`src/rtl/trdb_pkg.sv`:
```
// rtl/trdb_pkg.sv - shared types and constants for the trace run-control block
package trdb_pkg;

  localparam int XLEN = 32;

  typedef enum logic [1:0] {
    TRDB_IDLE  = 2'd0,
    TRDB_RUN   = 2'd1,
    TRDB_FLUSH = 2'd2,
    TRDB_DRAIN = 2'd3
  } trdb_ctrl_state_t;

  localparam logic [1:0] TRDB_REG_CTRL    = 2'd0;
  localparam logic [1:0] TRDB_REG_ADDR_LO = 2'd1;
  localparam logic [1:0] TRDB_REG_ADDR_HI = 2'd2;
  localparam logic [1:0] TRDB_REG_STATUS  = 2'd3;

  localparam int TRDB_ST_STATE_LSB = 0;
  localparam int TRDB_ST_OVF_BIT   = 2;
  localparam int TRDB_ST_LEVEL_LSB = 8;
  localparam int TRDB_ST_DROP_LSB  = 16;

endpackage

```
`src/rtl/trdb_word_fifo.sv`:
```
// rtl/trdb_word_fifo.sv - power-of-two word FIFO with level count and combinational head
module trdb_word_fifo #(
  parameter int DEPTH = 16,
  parameter int WIDTH = 32,
  localparam int PW = $clog2(DEPTH),
  localparam int LW = $clog2(DEPTH) + 1
) (
  input  logic             clk,
  input  logic             rst,
  input  logic             push,
  input  logic             pop,
  input  logic [WIDTH-1:0] wdata,
  output logic [WIDTH-1:0] rdata,
  output logic             full,
  output logic             empty,
  output logic [LW-1:0]    level
);

  logic [WIDTH-1:0] mem [DEPTH];
  logic [PW-1:0]    wr_ptr;
  logic [PW-1:0]    rd_ptr;

  assign full  = (level == LW'(DEPTH));
  assign empty = (level == '0);
  assign rdata = mem[rd_ptr];

  always_ff @(posedge clk) begin
    if (push) mem[wr_ptr] <= wdata;
  end

  // Pointers wrap naturally because DEPTH is a power of two
  always_ff @(posedge clk) begin
    if (rst) begin
      wr_ptr <= '0;
      rd_ptr <= '0;
      level  <= '0;
    end else begin
      if (push) wr_ptr <= wr_ptr + PW'(1);
      if (pop)  rd_ptr <= rd_ptr + PW'(1);
      case ({push, pop})
        2'b10:   level <= level + LW'(1);
        2'b01:   level <= level - LW'(1);
        default: level <= level;
      endcase
    end
  end

endmodule

```
`src/rtl/trdb_trace_ctrl.sv`:
```
// rtl/trdb_trace_ctrl.sv - trace enable/window registers, stop sequencing and output word buffering
module trdb_trace_ctrl
  import trdb_pkg::*;
#(
  parameter int FIFO_DEPTH = 16,
  parameter int DROPCNT_W  = 16
) (
  input  logic            clk_i,
  input  logic            rst_i,
  input  logic            cfg_we_i,
  input  logic [1:0]      cfg_addr_i,
  input  logic [XLEN-1:0] cfg_wdata_i,
  output logic [XLEN-1:0] cfg_rdata_o,
  input  logic            ivalid_i,
  input  logic [XLEN-1:0] iaddr_i,
  output logic            qualified_o,
  output logic            flush_req_o,
  input  logic            flush_ack_i,
  input  logic [XLEN-1:0] word_i,
  input  logic            word_valid_i,
  output logic [XLEN-1:0] trace_data_o,
  output logic            trace_valid_o,
  input  logic            trace_ready_i
);

  localparam int LW = $clog2(FIFO_DEPTH) + 1;

  trdb_ctrl_state_t state, state_next;
  logic             flush_req_d;
  logic             ctrl_en;
  logic [XLEN-1:0]  addr_lo;
  logic [XLEN-1:0]  addr_hi;
  logic             ovf;
  logic [DROPCNT_W-1:0] drop_cnt;

  logic            fifo_full, fifo_empty, push, pop, drop, status_clr;
  logic [LW-1:0]   fifo_level;
  logic [XLEN-1:0] fifo_head;
  logic [XLEN-1:0] status;
  logic [XLEN-1:0] drop_ext;

  always_ff @(posedge clk_i) begin
    if (rst_i) begin
      state       <= TRDB_IDLE;
      flush_req_o <= 1'b0;
    end else begin
      state       <= state_next;
      flush_req_o <= flush_req_d;
    end
  end

  always_comb begin
    state_next = state;
    case (state)
      TRDB_IDLE:  if (ctrl_en)                        state_next = TRDB_RUN;
      TRDB_RUN:   if (!ctrl_en)                       state_next = TRDB_FLUSH;
      TRDB_FLUSH: if (flush_ack_i)                    state_next = TRDB_DRAIN;
      TRDB_DRAIN: if (fifo_empty && !word_valid_i)    state_next = TRDB_IDLE;
      default:                                        state_next = TRDB_IDLE;
    endcase
  end

  // Request is registered from the next state so it is high exactly during FLUSH
  always_comb begin
    flush_req_d = (state_next == TRDB_FLUSH);
    qualified_o = ivalid_i && (state == TRDB_RUN) &&
                  (iaddr_i >= addr_lo) && (iaddr_i <= addr_hi);
  end

  assign pop        = !fifo_empty && trace_ready_i;
  assign push       = word_valid_i && (state != TRDB_IDLE) && (!fifo_full || pop);
  assign drop       = word_valid_i && (state != TRDB_IDLE) && fifo_full && !pop;
  assign status_clr = cfg_we_i && (cfg_addr_i == TRDB_REG_STATUS) && cfg_wdata_i[TRDB_ST_OVF_BIT];

  always_ff @(posedge clk_i) begin
    if (rst_i) begin
      ctrl_en  <= 1'b0;
      addr_lo  <= '0;
      addr_hi  <= '1;
      ovf      <= 1'b0;
      drop_cnt <= '0;
    end else begin
      if (cfg_we_i && cfg_addr_i == TRDB_REG_CTRL)    ctrl_en <= cfg_wdata_i[0];
      if (cfg_we_i && cfg_addr_i == TRDB_REG_ADDR_LO) addr_lo <= cfg_wdata_i;
      if (cfg_we_i && cfg_addr_i == TRDB_REG_ADDR_HI) addr_hi <= cfg_wdata_i;
      // A drop coinciding with a clear counts against the freshly cleared state
      if (drop) begin
        ovf <= 1'b1;
        if (status_clr)       drop_cnt <= DROPCNT_W'(1);
        else if (~&drop_cnt)  drop_cnt <= drop_cnt + DROPCNT_W'(1);
      end else if (status_clr) begin
        ovf      <= 1'b0;
        drop_cnt <= '0;
      end
    end
  end

  trdb_word_fifo #(
    .DEPTH (FIFO_DEPTH),
    .WIDTH (XLEN)
  ) u_fifo (
    .clk   (clk_i),
    .rst   (rst_i),
    .push  (push),
    .pop   (pop),
    .wdata (word_i),
    .rdata (fifo_head),
    .full  (fifo_full),
    .empty (fifo_empty),
    .level (fifo_level)
  );

  assign trace_valid_o = !fifo_empty;
  assign trace_data_o  = fifo_empty ? '0 : fifo_head;
  assign drop_ext      = XLEN'(drop_cnt);

  always_comb begin
    status = '0;
    status[TRDB_ST_STATE_LSB +: 2] = state;
    status[TRDB_ST_OVF_BIT]        = ovf;
    status[TRDB_ST_LEVEL_LSB +: 8] = 8'(fifo_level);
    status[TRDB_ST_DROP_LSB +: 16] = drop_ext[15:0];
  end

  always_comb begin
    cfg_rdata_o = '0;
    case (cfg_addr_i)
      TRDB_REG_CTRL:    cfg_rdata_o = {{(XLEN-1){1'b0}}, ctrl_en};
      TRDB_REG_ADDR_LO: cfg_rdata_o = addr_lo;
      TRDB_REG_ADDR_HI: cfg_rdata_o = addr_hi;
      TRDB_REG_STATUS:  cfg_rdata_o = status;
      default:          cfg_rdata_o = '0;
    endcase
  end

endmodule
```
`config.mk`:
```
export PLATFORM = sky130hd
export DESIGN_NAME = trdb_trace_ctrl
export DESIGN_NICKNAME = d
export VERILOG_FILES = /design/src/rtl/trdb_pkg.sv /design/src/rtl/trdb_word_fifo.sv /design/src/rtl/trdb_trace_ctrl.sv
export SDC_FILE = /design/constraint.sdc
export NUM_CORES = 1
export LEC_CHECK = 0
export CAP_MARGIN = 20
export CORE_MARGIN = 2
export CORE_UTILIZATION = 26
export CTS_CLUSTER_DIAMETER = 200
export CTS_CLUSTER_SIZE = 28
export DETAILED_ROUTE_END_ITERATION = 7
export GPL_ROUTABILITY_DRIVEN = 0
export HOLD_SLACK_MARGIN = 0.05
export SLEW_MARGIN = 20
export SYNTH_ARGS = -nofsm -noshare
export SYNTH_HDL_FRONTEND = slang
export SYNTH_HIERARCHICAL = 1
export SYNTH_SLANG_ARGS = --single-unit
```
`constraint.sdc`:
```
create_clock -name clk_i -period 9.95 [get_ports clk_i]
set_input_delay 2.4875 -clock clk_i [delete_from_list [all_inputs] [get_ports clk_i]]
set_output_delay 2.4875 -clock clk_i [all_outputs]
set_load 0.02 [all_outputs]
```
==> run summary <==
## Global routing
• 15600 — via count of the first global-routing pass
• 92 — pin count of the biggest net entering global routing
• 97.9 mm — wire length of the first global-routing pass
• 0 — overall overflow remaining after global route
• 0.126 — overall routing resource usage
• 7 — antenna violations before repair

## STA
• 0 — Final Max Tran Viols
• 0.975 ns — Worst Max-Slew Pin Slew
• 0.807 — post-route fraction of the period consumed by the critical path
• no — RSZ-0062 raised after global routing
• 0 — final setup fails
• 0 — final-report hold violation count
• 0.0186 ns — Worst Clk Skew
• 125 MHz — Max Clock Freq
• 0 ns — setup_tns
• 1.92 ns — final worst slack
• 0.350 — Slew headroom
• 8.03 ns — final critical-path required period

## Routing
• met5 — Top Metal Used
• 33.2 mm — wire length on met2
• 15100 — vias post-DR
• 21.6 um — routed len/inst
• 0 — Residual DRC
• 28.3 mm — Post-Route M1 WL
• 5 — first-pass iteration count of the detailed router
• 1308 — number of DRC markers after the initial detailed-route iteration
• 3.59 mm — routed wire length on met3
• 0 — ANT nets after route
• 66.3 mm — sum of routed wire length over all layers
• 4.92 — ratio of routed vias to standard cells

## Finish
• 29800 um^2 — post-route standard cell area excluding fillers
• 1948 — Final #Nets
• 0.124 — fraction of layout instances using a drive strength above 1
• 0.302 — Finished Core Util
• 15.1% — signed area change from the synthesized netlist to the final layout

## CTS
• 0 — Post CTS Setup Buffer Count
• sky130_fd_sc_hd__clkbuf_16 — Clk Tree Root Cell
• done — clock tree from TritonCTS
• 0.12 ns — Clock Pin Slew Worst Setup and Hold Paths
• 25 — clock buffer count from CTS
• 0.62 ns — clock latency on the worst-skew pair
• 0 — post_cts resized
• 1 — H-tree levels
• 614 — clock tree sinks
• 3 — buffer depth of the longest clock path
• 0 — Hold-fix buffers, CTS

## Outcome
• completed — run status

## Power and ir drop
• 0.120 mV — peak ir drop on the vdd network
• 189 nW/um^2 — power density of the placed cells
• 9.42 nW — Leak
• 5.63 mW — overall power of the completed layout

## Setup path
• 7.46 ns — worst endpoint required time
• compound AO/OA/AOI/OAI gates — cell family with the largest share of critical-path delay
• input pin — Startpoint Class
• 5.54 ns — crit path DAT
• output port — endpoint type of the worst setup path
• 2 — crit-path max FO
• sky130_fd_sc_hd__clkdlybuf4s50_1 — library cell appearing most often on the critical path
• 3 — CP bufs+invs
• sky130_fd_sc_hd__a2111oi_1 — Max stage delay cell, worst path
• 0.75 ns — Critical Path Max Stage Delay
• input pin to output port — Critical Setup Path Class
• clkdlybuf4s50_1 -> inv_1 -> ha_1 -> nand2b_1 -> a2111oi_1 -> o32ai_1 -> o21ai_0 -> a221oi_1 -> clkdlybuf4s50_1 — cell chain of the critical path

## Floorplan
• 319 um — die boundary width
• 319 um — die height
• 98600 um^2 — placeable core area
• 0.262 — initial core utilization
• 172 — io pins
• 102000 um^2 — overall die area
• 115 — std cell rows

## Logic synthesis
• 64 — number of distinct standard cells referenced by the synthesized netlist
• sky130_fd_sc_hd__edfxtp_1 (59%), sky130_fd_sc_hd__mux4_2 (11%), sky130_fd_sc_hd__dfxtp_1 (7.9%) — leading post-synthesis cells by cell area
• 15.8 um^2 — Syn Area/Cell
• sky130_fd_sc_hd__edfxtp_1 — library cell occupying the most area in the post-synthesis netlist
• 6 — Syn. warnings
• 1639 — Post-Synthesis Cells
• 25900 um^2 — Post-Synthesis Cell Area
• 0.673 — post-synthesis sequential area ratio
• 614 — Yosys reg bits
• 1818 — net count of the mapped netlist
• 512 — EDFF count, synth
• 0 — Synth async-reset ratio
• 0.594 — share of the synthesized area in the top cell type
• sky130_fd_sc_hd__edfxtp_1 — top_reg_cell synth

## Placement
• 38.9 mm — Detail Placement HPWL
• 171 — IO Port Bufs
• 29100 um^2 — cell area reported after detailed placement
• 1.82 ns — pre-CTS setup slack

## Job
• 0 — Max-Cap Viols

## Hold path
• flip-flop to flip-flop — type of the worst min-delay path

==> worst register-to-register path, delay by kind of cell, from the launching register on <==
kind,cells,cell delay [ns]
buffers and inverters,3,1.13
and+or+nand+nor,7,2.57
DFF,1,0.51
==> registers in the layout (all words and copies together) (netlist names), named ones only <==
| register | flops |
|---|---|
| drop_cnt | 16 |
| ctrl_en | 1 |
| flush_req_o | 1 |
| state | 2 |
| u_fifo/level | 5 |
| addr_hi | 32 |
| addr_lo | 32 |
| u_fifo/rd_ptr | 4 |
| u_fifo/mem | 512 |
| u_fifo/wr_ptr | 4 |
| ovf | 1 |
==> metal layers <==
| layer | up-vias | global-route usage |
|---|---|---|
| met2 | 450 | 0.220 |
| met4 | 6 | 0.0245 |
| li1 | 6658 | - |
| met3 | 77 | 0.0185 |
| met5 | - | 0 |
| met1 | 7938 | 0.165 |
==> logic make-up after synthesis <==
family                   after synthesis  share of synthesized area
flip-flops                           614                      0.673
AND/OR/NAND/NOR                      330                     0.0639
AO/OA/AOI/OAI                        303                     0.0810
buffers and inverters                170                     0.0270
multiplexers                         135                      0.115
adder cells (fa/ha/maj)               74                     0.0358
XOR/XNOR                              13                    0.00440
==> synth_stat cells (all sizes together), types with 3 or more instances <==
| master | count |
|---|---|
| a2111oi | 4 |
| a211oi | 3 |
| a21o | 7 |
| a21oi | 98 |
| a221oi | 4 |
| a22o | 31 |
| a22oi | 64 |
| a311o | 31 |
| and2 | 21 |
| and3 | 8 |
| and4 | 6 |
| buf | 45 |
| clkbuf | 54 |
| dfxtp | 102 |
| edfxtp | 512 |
| ha | 74 |
| inv | 71 |
| mux2i | 6 |
| mux4 | 129 |
| nand2 | 152 |
| nand2b | 5 |
| nand3 | 14 |
| nand3b | 3 |
| nand4 | 18 |
| nor2 | 32 |
| nor2b | 41 |
| nor3 | 6 |
| nor3b | 5 |
| o211ai | 9 |
| o21ai | 37 |
| or3 | 5 |
| or4 | 5 |
| xnor2 | 4 |
| xor2 | 9 |
==> final timing paths <==
check | startpoint | end | slack [ns] | depth (start not counted)
min reg2reg | addr_lo[29] | addr_lo[29] | 0.46 | 2
max | iaddr_i[0] | qualified_o | 1.92 | 9
max reg2reg | u_fifo/level[2] | u_fifo/mem[2][11] | 5.42 | 10
min | addr_lo[29] | addr_lo[29] | 0.46 | 2
==> per-stage QoR <==
stage	std cells	hold WS (ns)
6_report	3076	0.461
5_1_grt	3074	0.486
4_1_cts	3074	0.463
3_5_place_dp	3029	0.447
3_3_place_gp	3029	0.442
2_1_floorplan	1639	0.436
==> power breakdown <==
part / switching [mW] / internal (mW) / leakage [nW] / total (mW)
Sequential: 0.0873 / 2.81 / 5.43 / 2.90
Combinational: 0.767 / 0.709 / 3.64 / 1.48
Clock: 0.771 / 0.486 / 0.343 / 1.26
Total: 1.63 / 4.00 / 9.42 / 5.63
==> layout by cell type (no fill, tap or decap), drive strengths merged, types with 5 or more instances in the layout <==
cell type	instances
a21o	7
a21oi	98
a22o	31
a22oi	64
a311o	31
and2	21
and3	8
and4	6
buf	34
clkbuf	43
clkdlybuf4s50	168
dfxtp	102
edfxtp	512
ha	74
inv	73
mux2i	6
mux4	129
nand2	152
nand2b	5
nand3	14
nand4	18
nor2	32
nor2b	41
nor3	6
nor3b	5
o211ai	9
o21ai	37
or3	5
or4	5
xor2	9
==> final cells by class <==
cell class	count	area [um^2]
Antenna cell	2	5.00
Clock buffer	43	693
Clock inverter	2	23.8
Fill cell	9620	68800
Inverter	71	267
Multi-Input combinational cell	855	7810
Sequential cell	614	17400
Tap cell	1287	1610
Timing Repair Buffer	202	1940
Note: power is estimated with default switching activity, not from simulation.
